## config.mk

```make
export PLATFORM = sky130hd
export DESIGN_NAME = zeroheti_prio_irq_ctrl
export DESIGN_NICKNAME = d
export VERILOG_FILES = /design/src/rtl/zeroheti_pkg.sv /design/src/rtl/zeroheti_prio_tree.sv /design/src/rtl/zeroheti_prio_irq_ctrl.sv
export SDC_FILE = /design/constraint.sdc
export NUM_CORES = 1
export LEC_CHECK = 0
export ABC_AREA = 0
export BUFFER_PORTS_ARGS = -buffer_cell sky130_fd_sc_hd__buf_2
export CAP_MARGIN = 0
export CELL_PAD_IN_SITES_DETAIL_PLACEMENT = 0
export CELL_PAD_IN_SITES_GLOBAL_PLACEMENT = 2
export CORE_MARGIN = 2
export CORE_UTILIZATION = 41
export DETAILED_ROUTE_END_ITERATION = 12
export GPL_TIMING_DRIVEN = 0
export PLACE_DENSITY_LB_ADDON = 0.1
export SLEW_MARGIN = 40
export SYNTH_ARGS = -nofsm -noshare
export SYNTH_HDL_FRONTEND = slang
export SYNTH_HIERARCHICAL = 1
export SYNTH_SLANG_ARGS = --single-unit
```

## constraint.sdc

```tcl
create_clock -name clk_i -period 21.9 [get_ports clk_i]
set_clock_uncertainty 0.05 [all_clocks]
set_input_delay 4.38 -clock clk_i [delete_from_list [all_inputs] [get_ports clk_i]]
set_output_delay 4.38 -clock clk_i [all_outputs]
set_load 0.1 [all_outputs]
```

## src/rtl/zeroheti_pkg.sv

```systemverilog
// Shared register map, field positions and helpers for the zeroheti priority interrupt controller.
package zeroheti_pkg;

   localparam int unsigned LINE_STRIDE = 4;
   localparam logic [11:0] THRESH_OFFS = 12'h800;
   localparam logic [11:0] COUNT_OFFS  = 12'h804;

   localparam int unsigned IP_BIT   = 0;
   localparam int unsigned IE_BIT   = 1;
   localparam int unsigned TRIG_BIT = 2;
   localparam int unsigned PRIO_LSB = 8;

   typedef enum logic {
      TRIG_LEVEL = 1'b0,
      TRIG_EDGE  = 1'b1
   } trig_e;

   function automatic logic is_line_addr(input logic [11:0] addr, input int unsigned num_irqs);
      return ((32'(addr) % LINE_STRIDE) == 0) && ((32'(addr) / LINE_STRIDE) < num_irqs);
   endfunction

endpackage

```

## src/rtl/zeroheti_prio_tree.sv

```systemverilog
// Combinational arbiter: highest priority above threshold wins, ties resolved to the lowest index.
module zeroheti_prio_tree #(
   parameter int unsigned NumIrqs = 32,
   parameter int unsigned NumPrio = 8,
   localparam int unsigned IW = $clog2(NumIrqs),
   localparam int unsigned PW = $clog2(NumPrio)
) (
   input  logic [NumIrqs-1:0]         pending_i,
   input  logic [NumIrqs-1:0][PW-1:0] prio_i,
   input  logic [PW-1:0]              thresh_i,
   output logic                       valid_o,
   output logic [IW-1:0]              id_o,
   output logic [PW-1:0]              level_o
);

   localparam int unsigned NumLeaves = 2 ** IW;
   localparam int unsigned NumNodes  = 2 * NumLeaves - 1;

   logic [NumNodes-1:0]         node_v;
   logic [NumNodes-1:0][IW-1:0] node_id;
   logic [NumNodes-1:0][PW-1:0] node_p;

   // Heap layout: node n has children 2n+1 (lower indices) and 2n+2; the left child wins ties.
   always_comb begin
      node_v  = '0;
      node_id = '0;
      node_p  = '0;
      for (int unsigned i = 0; i < NumLeaves; i++) begin
         if (i < NumIrqs) begin
            node_v[NumLeaves-1+i]  = pending_i[i] && (prio_i[i] > thresh_i);
            node_id[NumLeaves-1+i] = IW'(i);
            node_p[NumLeaves-1+i]  = prio_i[i];
         end
      end
      for (int unsigned k = NumLeaves - 1; k > 0; k--) begin
         if (node_v[2*k] && (!node_v[2*k-1] || (node_p[2*k] > node_p[2*k-1]))) begin
            node_v[k-1]  = node_v[2*k];
            node_id[k-1] = node_id[2*k];
            node_p[k-1]  = node_p[2*k];
         end else begin
            node_v[k-1]  = node_v[2*k-1];
            node_id[k-1] = node_id[2*k-1];
            node_p[k-1]  = node_p[2*k-1];
         end
      end
   end

   assign valid_o = node_v[0];
   assign id_o    = node_id[0];
   assign level_o = node_p[0];

endmodule

```

## src/rtl/zeroheti_prio_irq_ctrl.sv

```systemverilog
// Priority interrupt controller with per-line ip/ie/trig/prio registers and a preemption threshold.
// Optional threshold nesting stack is enabled by defining ZEROHETI_IRQ_NEST_EN.
module zeroheti_prio_irq_ctrl
   import zeroheti_pkg::*;
#(
   parameter int unsigned NumIrqs   = 32,
   parameter int unsigned NumPrio   = 8,
   parameter int unsigned NestDepth = 4,
   localparam int unsigned IW = $clog2(NumIrqs),
   localparam int unsigned PW = $clog2(NumPrio)
) (
   input  logic               clk_i,
   input  logic               rst_i,
   input  logic [NumIrqs-1:0] irqs_i,
   input  logic               reg_req_i,
   input  logic               reg_we_i,
   input  logic [11:0]        reg_addr_i,
   input  logic [31:0]        reg_wdata_i,
   output logic               reg_gnt_o,
   output logic               reg_rvalid_o,
   output logic [31:0]        reg_rdata_o,
   output logic               irq_valid_o,
   output logic [IW-1:0]      irq_id_o,
   output logic [PW-1:0]      irq_level_o,
   input  logic               irq_ack_i,
   input  logic [IW-1:0]      irq_ack_id_i,
   input  logic               irq_exit_i
);

   localparam int unsigned CW = $clog2(NestDepth + 1);

   logic [NumIrqs-1:0]         ip_q, ip_d, ie_q, ie_d, trig_q, trig_d, irqs_q;
   logic [NumIrqs-1:0][PW-1:0] prio_q, prio_d;
   logic [PW-1:0]              thresh_q, thresh_d;
   logic [CW-1:0]              cnt_q, cnt_d;
   logic                       rvalid_q;
   logic [31:0]                rdata_q, rdata_d;
   logic                       irq_valid_q;
   logic [IW-1:0]              irq_id_q;
   logic [PW-1:0]              irq_level_q;

   logic                       line_hit, line_wr, stack_full, sel_valid;
   logic [IW-1:0]              line_idx;
   logic [PW-1:0]              ack_prio;
   logic                       tree_valid;
   logic [IW-1:0]              tree_id;
   logic [PW-1:0]              tree_level;
   logic                       unused_wdata;

   assign unused_wdata = ^{reg_wdata_i[31:PRIO_LSB+PW], reg_wdata_i[PRIO_LSB-1:TRIG_BIT+1]};

   assign line_hit = is_line_addr(reg_addr_i, NumIrqs);
   assign line_idx = IW'(32'(reg_addr_i) / LINE_STRIDE);
   assign line_wr  = reg_req_i && reg_we_i && line_hit;
   assign ack_prio = (32'(irq_ack_id_i) < NumIrqs) ? prio_q[irq_ack_id_i] : '0;

   // Line state: software write, then ack clear, then a fresh hardware edge has the last word.
   always_comb begin
      ie_d   = ie_q;
      trig_d = trig_q;
      prio_d = prio_q;
      ip_d   = ip_q;
      if (line_wr) begin
         ie_d[line_idx]   = reg_wdata_i[IE_BIT];
         trig_d[line_idx] = reg_wdata_i[TRIG_BIT];
         prio_d[line_idx] = reg_wdata_i[PRIO_LSB +: PW];
      end
      for (int unsigned i = 0; i < NumIrqs; i++) begin
         if (trig_q[i] == TRIG_LEVEL) begin
            ip_d[i] = irqs_i[i];
         end else begin
            if (line_wr && (32'(line_idx) == i)) ip_d[i] = reg_wdata_i[IP_BIT];
            if (irq_ack_i && (32'(irq_ack_id_i) == i)) ip_d[i] = 1'b0;
            if (irqs_i[i] && !irqs_q[i]) ip_d[i] = 1'b1;
         end
      end
   end

`ifdef ZEROHETI_IRQ_NEST_EN
   logic [NestDepth-1:0][PW-1:0] stack_q, stack_d;

   // Exit pops before ack pushes so a same-cycle exit/ack pair hands over cleanly.
   always_comb begin
      stack_d  = stack_q;
      thresh_d = thresh_q;
      cnt_d    = cnt_q;
      if (irq_exit_i) begin
         if (cnt_d != '0) begin
            cnt_d    = cnt_d - CW'(1);
            thresh_d = stack_q[cnt_d];
         end else begin
            thresh_d = '0;
         end
      end
      if (irq_ack_i && (32'(cnt_d) < NestDepth)) begin
         stack_d[cnt_d] = thresh_d;
         cnt_d          = cnt_d + CW'(1);
         thresh_d       = ack_prio;
      end
   end

   assign stack_full = (32'(cnt_q) == NestDepth);

   always_ff @(posedge clk_i) begin
      if (rst_i) stack_q <= '0;
      else       stack_q <= stack_d;
   end
`else
   always_comb begin
      thresh_d = thresh_q;
      cnt_d    = '0;
      if (irq_exit_i) thresh_d = '0;
      if (irq_ack_i)  thresh_d = ack_prio;
   end

   assign stack_full = 1'b0;
`endif

   always_comb begin
      rdata_d = '0;
      if (reg_req_i && !reg_we_i) begin
         if (line_hit) begin
            rdata_d[IP_BIT]            = ip_q[line_idx];
            rdata_d[IE_BIT]            = ie_q[line_idx];
            rdata_d[TRIG_BIT]          = trig_q[line_idx];
            rdata_d[PRIO_LSB +: PW]    = prio_q[line_idx];
         end else if (reg_addr_i == THRESH_OFFS) begin
            rdata_d[PW-1:0] = thresh_q;
         end else if (reg_addr_i == COUNT_OFFS) begin
            rdata_d[CW-1:0] = cnt_q;
         end
      end
   end

   zeroheti_prio_tree #(
      .NumIrqs (NumIrqs),
      .NumPrio (NumPrio)
   ) u_tree (
      .pending_i (ip_q & ie_q),
      .prio_i    (prio_q),
      .thresh_i  (thresh_q),
      .valid_o   (tree_valid),
      .id_o      (tree_id),
      .level_o   (tree_level)
   );

   assign sel_valid = tree_valid && !stack_full;

   always_ff @(posedge clk_i) begin
      if (rst_i) begin
         ip_q        <= '0;
         ie_q        <= '0;
         trig_q      <= '0;
         prio_q      <= '0;
         irqs_q      <= '0;
         thresh_q    <= '0;
         cnt_q       <= '0;
         rvalid_q    <= 1'b0;
         rdata_q     <= '0;
         irq_valid_q <= 1'b0;
         irq_id_q    <= '0;
         irq_level_q <= '0;
      end else begin
         ip_q        <= ip_d;
         ie_q        <= ie_d;
         trig_q      <= trig_d;
         prio_q      <= prio_d;
         irqs_q      <= irqs_i;
         thresh_q    <= thresh_d;
         cnt_q       <= cnt_d;
         rvalid_q    <= reg_req_i;
         rdata_q     <= rdata_d;
         irq_valid_q <= sel_valid;
         irq_id_q    <= sel_valid ? tree_id : '0;
         irq_level_q <= sel_valid ? tree_level : '0;
      end
   end

   assign reg_gnt_o    = reg_req_i;
   assign reg_rvalid_o = rvalid_q;
   assign reg_rdata_o  = rdata_q;
   assign irq_valid_o  = irq_valid_q;
   assign irq_id_o     = irq_id_q;
   assign irq_level_o  = irq_level_q;

endmodule

```

* After elaboration in Yosys (flattened, before gate mapping) *
Cells that the tools add are included.

word-level totals
  register bits after elaboration = 269
  bits of input ports = 87
  word-level logic and storage cells = 749

operators by class
  order comparisons = 67
  equality and inequality tests = 95
  mux-type cells = 242
  bitwise logic cells = 4
  reduce and logical (&&, ||, !) cells = 266

operator list
  kind                  count
  $gt 3x3->1            63
  $mux 1                179
  $logic_and 1x1->1     164
  $eq 5x5->1 const B    32
  $ne 4x1->1 const B    32
  $mux 3                42
  $bwmux 96             1
  $eq 5x4->1 const B    16
  $bwmux 32             2
  $logic_not 1->1       64
  $eq 5x3->1 const B    8
  $and 32x32->32        1
  $logic_not 32->1      1
  $logic_or 1x1->1      31
  $bmux 3 s5            2
  $eq 5x2->1 const B    4
  $mux 2                8
  $bmux 1 s5            3
  $demux 3 s5           1
  $eq 12x12->1 const B  1
  $lt 5x6->1 const B    2
  $eq 5x1->1 const B    2
  $logic_not 5->1       2
  $lt 10x6->1 const B   1
  8 further kinds       12

* Depth between registers and ports, before layout *
Gate-level depths: netlist of run 1.

  depth in word-level cells = 24
  mapped depth = 45
  depth with buffers taken out = 44

* Hierarchy *
Netlist of run 1, hierarchy kept.

by module, submodules not included
  module                  times used  cells each  area each (µm²)  sequential area each (µm²)
  zeroheti_prio_irq_ctrl  1           1448        12869.8          4864.7
  zeroheti_prio_tree      1           880         6327.3           0.0

* Worst setup path after synthesis of run 1 *
No wires, ideal clock.

  kind = input-to-output
  from = in reg_req_i
  to = out reg_gnt_o
  arrival time = 4643 ps
  data required time = 17470 ps
  slack = 12827 ps
  stages on the path = 1
  path buffers = 1
  cell sequence = buf_4

RTL lines
  what             RTL line                      source
  start, declared  zeroheti_prio_irq_ctrl.sv:15  input logic reg_req_i,
  end, declared    zeroheti_prio_irq_ctrl.sv:19  output logic reg_gnt_o,

No word-level cell between the ends.

* Worst setup path in the final report of run 1 *
  from = in reg_req_i
  to = out reg_gnt_o

No word-level cell between the ends.

==> key figures, run 1 <==
Outcome
  • Status: finished, final reports clean

Worst setup path
  • RR Endpoint: irq_id_o[2]
  • FF-to-FF setup slack: roughly 13000 ps
  • FF-to-FF Start: thresh_q[2]
  • WP data arrival: about 5000 ps
  • Critical path endpoint category: output port
  • Worst Path Required: around 17000 ps
  • Crit path kind: primary input to output port
  • Worst R2R Path Depth: 38
  • Critical-path maximum fanout: 4
  • Crit path launch type: primary input

Timing
  • Min Tclk post-route: between 9000 and 10000 ps
  • Fin crit share: 0.430
  • Worst Max-Slew Pin Slew: a little over 1000 ps
  • Worst Hold Margin: around 440 ps
  • Hold Vio Cnt, Final: 0
  • # setup viols final: 0
  • Setup TNS: 0 ps
  • RSZ-0062 raised after global routing: false
  • Slew Viols, Final: 0
  • Rel. slew slack: 0.316
  • Fmax: ~110 MHz

Clock network
  • PostCTS Resize Cnt: 0
  • Clock sink total: between 200 and 250
  • Clock-pin slew on the worst setup and hold paths: approximately 60 ps
  • CTS buffer count: 30
  • H-tree depth: 1
  • Hold buffers post-CTS: 0
  • Post-CTS Setup Bufs: 0
  • Worst-Skew Late Latency: roughly 620 ps
  • Clock buffer depth: 3
  • Root buffer cell: clkbuf_16
  • CTS tree: done

Synthesis
  • Yosys top cell area share: 0.253
  • Synth warnings: 6
  • Post-synthesis sequential element count: ~240
  • Sequential fraction of the synthesis area: 0.253
  • Synth area leaders: dfxtp_1 (25%), ha_1 (12%), mux4_2 (7.7%)
  • Asr flop ratio synth: 0
  • Synthesized area: ~19000 µm²
  • Avg Cell Area, Syn: a little over 8 µm²
  • Leading area contributor after synthesis: dfxtp_1
  • Number of flops mapped to enable cells by yosys: 0
  • Post-Synthesis Cells: ~2300
  • Post-synth cell types: between 70 and 80
  • Main flop type after synthesis: dfxtp_1

Hold path
  • Hold Path Cell Cnt: 2
  • WHS Endpoint: ie_q[5]
  • Worst min path class: flip-flop to flip-flop
  • Hold_sp: ie_q[5]

Global route
  • Met3 usage: 0.0416
  • Via count of the first global-routing pass: approximately 18000
  • GR Util met2: 0.499
  • First-pass GRT wire length: around 120000 µm
  • Pin count of the biggest net entering global routing: 35
  • Total GRT Usage: 0.326
  • Met1 GRT Util: 0.451
  • Total grt overflow: 0
  • Top Usage Layer GRT: met2
  • Antenna violations before repair: 2

Final layout
  • Filler cell count in the final layout: about 4700
  • Nets: approximately 2700
  • Final std cells w/o fill: 3089
  • P&R area growth vs syn: 12.0%
  • Layout cells sized above 1: 0.127
  • Multi-input gate area: 13000 µm²
  • N_diodes: 0
  • Register area: roughly 4900 µm²

Power
  • Final total power: between 0.001 and 0.0015 W
  • Peak VDD IR: about 0.069 mV
  • PwrDens: between 50 and 60 nW/µm²
  • LEAKAGE: around 8.1 nW

Drt
  • Vias: around 19000
  • Drt via density: between 6 and 7
  • Initial DRT Pass Iterations: 9
  • Final ANT Viol Nets: 0
  • Drt wl/cell: roughly 26 µm
  • Drc violations: 0
  • Starting DRT DRC Count: between 2000 and 2500
  • Final wirelength: 80200 µm

Run
  • Maxcap violations: 0

Die
  • Die Span Y: ~220 µm
  • Initial Util: 0.414
  • Die Wd: 220 µm
  • # IOs: 130
  • Die area: between 40000 and 50000 µm²
  • Core region area: between 40000 and 50000 µm²
  • Row count: 79

Placement
  • Port buffer count: 74
  • Dpl hpwl: 62300 µm
  • RePlAce Congestion: 0.980
  • Placed insts: 3036
per-stage QoR:
stage / cell area [µm²] / setup WS (ps) / util
after floorplan: 19300 / 12830 / -
after global placement: 20400 / 11810 / 0.441
after detailed placement: 20500 / 12480 / 0.442
after CTS: 21500 / 12480 / 0.464
after global routing: 21500 / 11710 / 0.464
final: 21500 / 12480 / 0.464
metal layers:
layer  wire (µm)  part of all wire  vias to the layer above
li1            -                 -                     8889
met1       34900              0.43                     9308
met2       34600              0.43                      946
met3        6370             0.079                      214
met4        4400             0.055                        0
met5           0                 0                        -
cell type report:
class | count | share of cell area
buffer | 181 | 0.0415
clock buffer | 48 | 0.0427
clock inverter | 5 | 0.00367
inverter | 153 | 0.0267
multi-input combinational | 1776 | 0.604
sequential | 243 | 0.226
tap | 607 | 0.0353
timing repair buffer | 76 | 0.0198
critical path, cell delays in order:
cell	delay, ps
buf_2	110
buf_4	100
buf_2	410
sequential cells by signal (all words and copies together), names as in the netlist:
register	cells
ie_q	32
ip_q	32
irq_id_o	5
irq_level_o	3
irq_valid_o	1
irqs_q	32
prio_q	96
reg_rdata_o	6
reg_rvalid_o	1
thresh_q	3
trig_q	32
how the worst max path moves through the flow:
stage / slack, ps / start / to
2_1_floorplan: 12830 / reg_req_i / reg_gnt_o
3_3_place_gp: 11810 / thresh_q[0] / irq_id_o[2]
3_5_place_dp: 12480 / reg_req_i / reg_gnt_o
4_1_cts: 12480 / reg_req_i / reg_gnt_o
5_1_grt: 11710 / thresh_q[2] / irq_id_o[2]
6_report: 12480 / reg_req_i / reg_gnt_o
where the power goes:
part           switching (W)  internal, W
clock network       0.000214     0.000297
logic              0.0000898    0.0000324
registers         0.00000626     0.000449
cell usage after synthesis, drive strengths merged (5+ instances only):
| cell type | number |
|---|---|
| a21o | 16 |
| nand3 | 218 |
| and2 | 47 |
| or2 | 10 |
| clkbuf | 106 |
| o211ai | 13 |
| a221oi | 5 |
| nor4 | 8 |
| a21oi | 222 |
| or3 | 6 |
| o21a | 18 |
| a32oi | 7 |
| inv | 153 |
| a22o | 10 |
| dfxtp | 243 |
| nor2 | 84 |
| and3 | 8 |
| a211oi | 45 |
| nand3b | 7 |
| and3b | 5 |
| nand4 | 7 |
| a311oi | 7 |
| a22oi | 20 |
| a2111oi | 33 |
| nand2 | 101 |
| mux2 | 18 |
| ha | 182 |
| buf | 75 |
| a211o | 36 |
| mux4 | 66 |
| o22ai | 6 |
| nor2b | 97 |
| a21boi | 5 |
| a2bb2oi | 28 |
| nor3b | 5 |
| nor3 | 12 |
| o21ai | 273 |
| a31oi | 12 |
| mux2i | 54 |
| nand2b | 10 |
cell families (layout without fill, tap and decap cells):
family	Yosys count	count (layout)	synth area share
mux	138	138	0.116
other cells	1	26	0.000195
buf+inv	334	463	0.0761
fa+ha+maj	186	186	0.121
flops	243	243	0.253
compound gates	784	784	0.254
simple gates	642	642	0.179
cell usage in the layout (no fill, tap or decap), types with 30 or more instances in the layout:
cell type,synthesis,routed
a2111oi_0,33,33
mux4_2,66,66
a21oi_1,222,222
nand2_1,101,101
nor2_1,84,84
nor2b_1,97,97
o21ai_0,265,265
buf_2,21,96
a211o_1,36,36
clkbuf_1,106,110
mux2i_1,54,54
inv_1,153,151
dfxtp_1,243,242
nand3_1,218,218
ha_1,182,182
buf_4,48,48
a211oi_1,40,40
and2_1,47,47
clkbuf_16,0,30
No activity file was read; power rests on OpenSTA's default activity.
==> inputs of run 2 (changes only) <==
--- a/config.mk
+++ b/config.mk
@@ -5,13 +5,13 @@
 export SDC_FILE = /design/constraint.sdc
 export NUM_CORES = 1
 export LEC_CHECK = 0
-export ABC_AREA = 0
+export ABC_AREA = 1
 export BUFFER_PORTS_ARGS = -buffer_cell sky130_fd_sc_hd__buf_2
 export CAP_MARGIN = 0
 export CELL_PAD_IN_SITES_DETAIL_PLACEMENT = 0
 export CELL_PAD_IN_SITES_GLOBAL_PLACEMENT = 2
 export CORE_MARGIN = 2
-export CORE_UTILIZATION = 41
+export CORE_UTILIZATION = 31
 export DETAILED_ROUTE_END_ITERATION = 12
 export GPL_TIMING_DRIVEN = 0
 export PLACE_DENSITY_LB_ADDON = 0.1
==> constraint.sdc (replaced) <==
create_clock -name clk_i -period 8.2 [get_ports clk_i]
set_clock_uncertainty 0.05 [all_clocks]
set_input_delay 1.64 -clock clk_i [delete_from_list [all_inputs] [get_ports clk_i]]
set_output_delay 1.64 -clock clk_i [all_outputs]
set_load 0.1 [all_outputs]
==> run 2 against run 1 <==
  * Non-clock buffer count shrank 43
  * Worst hold slack lost 18 ps
  * Synthesized area shrank 1.8%
  * Clock-buffer cell count shrank 3
  * Largest power group unchanged
==> key figures, run 2 <==
Hold path
  • Hold_sp: ie_q[27]
  • Worst min path class: flip-flop to flip-flop
  • WHS Endpoint: ie_q[27]
  • Hold Path Cell Cnt: 2 (unchanged)

Die
  • # IOs: 130 (unchanged)
  • Die Wd: 251 µm (+14%)
  • Core region area: 60200 µm² (+30%)
  • Die Span Y: 251 µm (+14%)
  • Die area: 62800 µm² (+29%)
  • Initial Util: 0.313 (-0.101)
  • Row count: 90 (+14%)

Worst setup path
  • Worst Path Required: 8680 ps (-8790 ps)
  • FF-to-FF setup slack: 680 ps (-11870 ps)
  • Slowest CP cell: dfxtp_1
  • FF-to-FF Start: thresh_q[2]
  • Critical path endpoint category: flip-flop
  • Crit path kind: flip-flop to flip-flop
  • WP data arrival: 8000 ps (+3010 ps)
  • Crit path launch type: flip-flop
  • Cell family with most CP delay: simple AND/OR/NAND/NOR gates
  • RR Endpoint: irq_id_o[0]
  • Critical-path maximum fanout: 28 (+24)
  • CP peak stage delay: 420 ps (about the same)
  • Buf/Inv on CP: 7 (+4)
  • Worst R2R Path Depth: 48 (+26%)
  • Most used cell, CP: nand2_1

Clock network
  • CTS buffer count: 31 (+3.3%)
  • Clock buffer depth: 3 (unchanged)
  • Clock-pin slew on the worst setup and hold paths: 60 ps (about the same)
  • Clock sink total: 243 (unchanged)
  • H-tree depth: 1 (unchanged)
  • Root buffer cell: clkbuf_16
  • Worst-Skew Late Latency: 620 ps (about the same)
  • Hold buffers post-CTS: 0 (unchanged)
  • CTS tree: done

Synthesis
  • Post-synth cell types: 47 (-40%)
  • Asr flop ratio synth: 0 (unchanged)
  • Post-synthesis sequential element count: 243 (unchanged)
  • Most instantiated library cell after synthesis: nand2_1
  • Yosys top cell area share: 0.258 (+0.00464)
  • Avg Cell Area, Syn: 6.35 µm² (-23%)
  • Post-synth top cells: nand2_1 (762), inv_1 (406), o21ai_0 (345)
  • Sequential fraction of the synthesis area: 0.258 (+0.00464)
  • Synth area leaders: dfxtp_1 (26%), nand2_1 (15%), ha_1 (12%)
  • Post-Synthesis Cells: 2967 (+27%)
  • Leading area contributor after synthesis: dfxtp_1
  • Synth warnings: 6 (unchanged)
  • Number of flops mapped to enable cells by yosys: 0 (unchanged)
  • Main flop type after synthesis: dfxtp_1
  • Synthesized area: 18900 µm² (-1.8%)

Final layout
  • Most frequent cells in the layout: nand2_1 (761), inv_1 (403), o21ai_0 (344)
  • Core Util, Final: 0.356 (-0.108)
  • Commonest non-fill, non-tap cell in the layout: nand2_1
  • Largest register FFs: 96 (unchanged)
  • Final std cells w/o fill: 3908 (+27%)
  • Layout cells sized above 1: 0.0944 (-0.0329)
  • Largest Register: prio_q
  • P&R area growth vs syn: 13.8%
  • Nets: 3371 (+23%)

Timing
  • Fin crit share: 0.917
  • Slew Viols, Final: 0 (unchanged)
  • # setup viols final: 0 (unchanged)
  • Min Tclk post-route: roughly 7500 ps
  • Worst Hold Margin: 419 ps (-18.1 ps)
  • Fmax: 133 MHz
  • Rel. slew slack: 0.399 (+0.0830)
  • Hold Vio Cnt, Final: 0 (unchanged)
  • Worst Max-Slew Pin Slew: 901 ps (-124 ps)

Placement
  • Dpl hpwl: 66600 µm (+7.0%)
  • RePlAce Congestion: 0.948 (-3.3%)
  • Placed insts: 3849 (+27%)
  • Port buffer count: 72 (-2.7%)

Power
  • Peak VDD IR: 0.153 mV (+120%)
  • PwrDens: 137 nW/µm² (+170%)
  • LEAKAGE: 10.3 nW (+28%)

Global route
  • First-pass GRT wire length: 121000 µm (+4.0%)
  • Total grt overflow: 0 (unchanged)
  • Via count of the first global-routing pass: 18688 (+4.3%)
  • Total GRT Usage: 0.260 (-0.0660)
  • Antenna violations before repair: 3 (+1)
  • Pin count of the biggest net entering global routing: 29 (-17%)

Run
  • Maxcap violations: 0 (unchanged)

Drt
  • Initial DRT Pass Iterations: 6 (-3)
  • Vias: 19961 (+3.1%)
  • Final ANT Viol Nets: 0 (unchanged)
  • Drt wl/cell: 21.3 µm (-18%)
  • Starting DRT DRC Count: 1695 (-16%)
  • Final wirelength: 83100 µm (+3.6%)
  • Drt via density: 5.11 (-18%)
  • Drc violations: 0 (unchanged)

Outcome
  • Status: finished, final reports clean
[run 2: metrics by stage]
stage	cell area, µm²	power (W)	worst slack [ps]	setup TNS [ps]
finish	21400	0.00295	683	0
global route	21400	0.00303	-3.63	-3.63
CTS	21400	0.00297	291	0
detailed placement	20400	0.00153	310	0
global placement	20300	0.00153	-765	-4980
floorplan	18900	0.00141	1620	0
[run 2: power breakdown]
part	switching [W]	internal, W	total, W
registers	0.0000129	0.00120	0.00121
clock network	0.000590	0.000850	0.00144
logic	0.000238	0.0000567	0.000294
[run 2: repair_timing]
| action | CTS | global route |
|---|---|---|
| setup buffers | 0 | 2 |
| endpoints found under the setup margin | 0 | 8 |
| gates resized for setup | 0 | 5 |
[run 2: how the worst max path moves through the flow]
stage                startpoint     endpoint  slack (ps)  depth (start not counted)
floorplan           thresh_q[0]  irq_id_o[0]        1620                         48
global placement    thresh_q[0]  irq_id_o[0]        -770                         47
global route        thresh_q[2]  irq_id_o[0]          -4                         51
CTS                 thresh_q[2]  irq_id_o[0]         290                         50
detailed placement  thresh_q[2]  irq_id_o[0]         310                         50
finish              thresh_q[2]  irq_id_o[0]         680                         48
[run 2: cells by family (layout without fill, tap and decap cells)]
family / Yosys count / count (layout) / share of synthesized area
buffers and inverters: 556 / 689 / 0.121
flip-flops: 243 / 243 / 0.258
other: 1 / 27 / 0.000199
AND/OR/NAND/NOR: 1261 / 1261 / 0.297
adder cells (fa/ha/maj): 182 / 182 / 0.121
AO/OA/AOI/OAI: 724 / 724 / 0.203
[run 2: layout make-up]
class                   count  area, µm²
diodes                      1       2.50
clock buffers              45        898
multi-input cells        2193      11800
flip-flops and latches    243       4870
inverters                 419       1580
plain buffers             137        706
fillers                  6630      38800
clock inverters            11        145
well taps                 782        978
repair buffers             77        435
[run 2: layer usage]
layer	share of wire	global-route usage	vias up
li1	-	-	10059
met1	0.45	0.346	9192
met3	0.054	0.0345	128
met2	0.45	0.431	582
met4	0.038	0.0883	0
met5	0	0	-
[run 2: tightest hold or removal path, delay by kind of cell, from the launching register on]
| family | cells | cell delay [ps] |
|---|---|---|
| flip-flops | 1 | 320 |
| AO/OA/AOI/OAI | 1 | 50 |
| buffers and inverters | 1 | 50 |
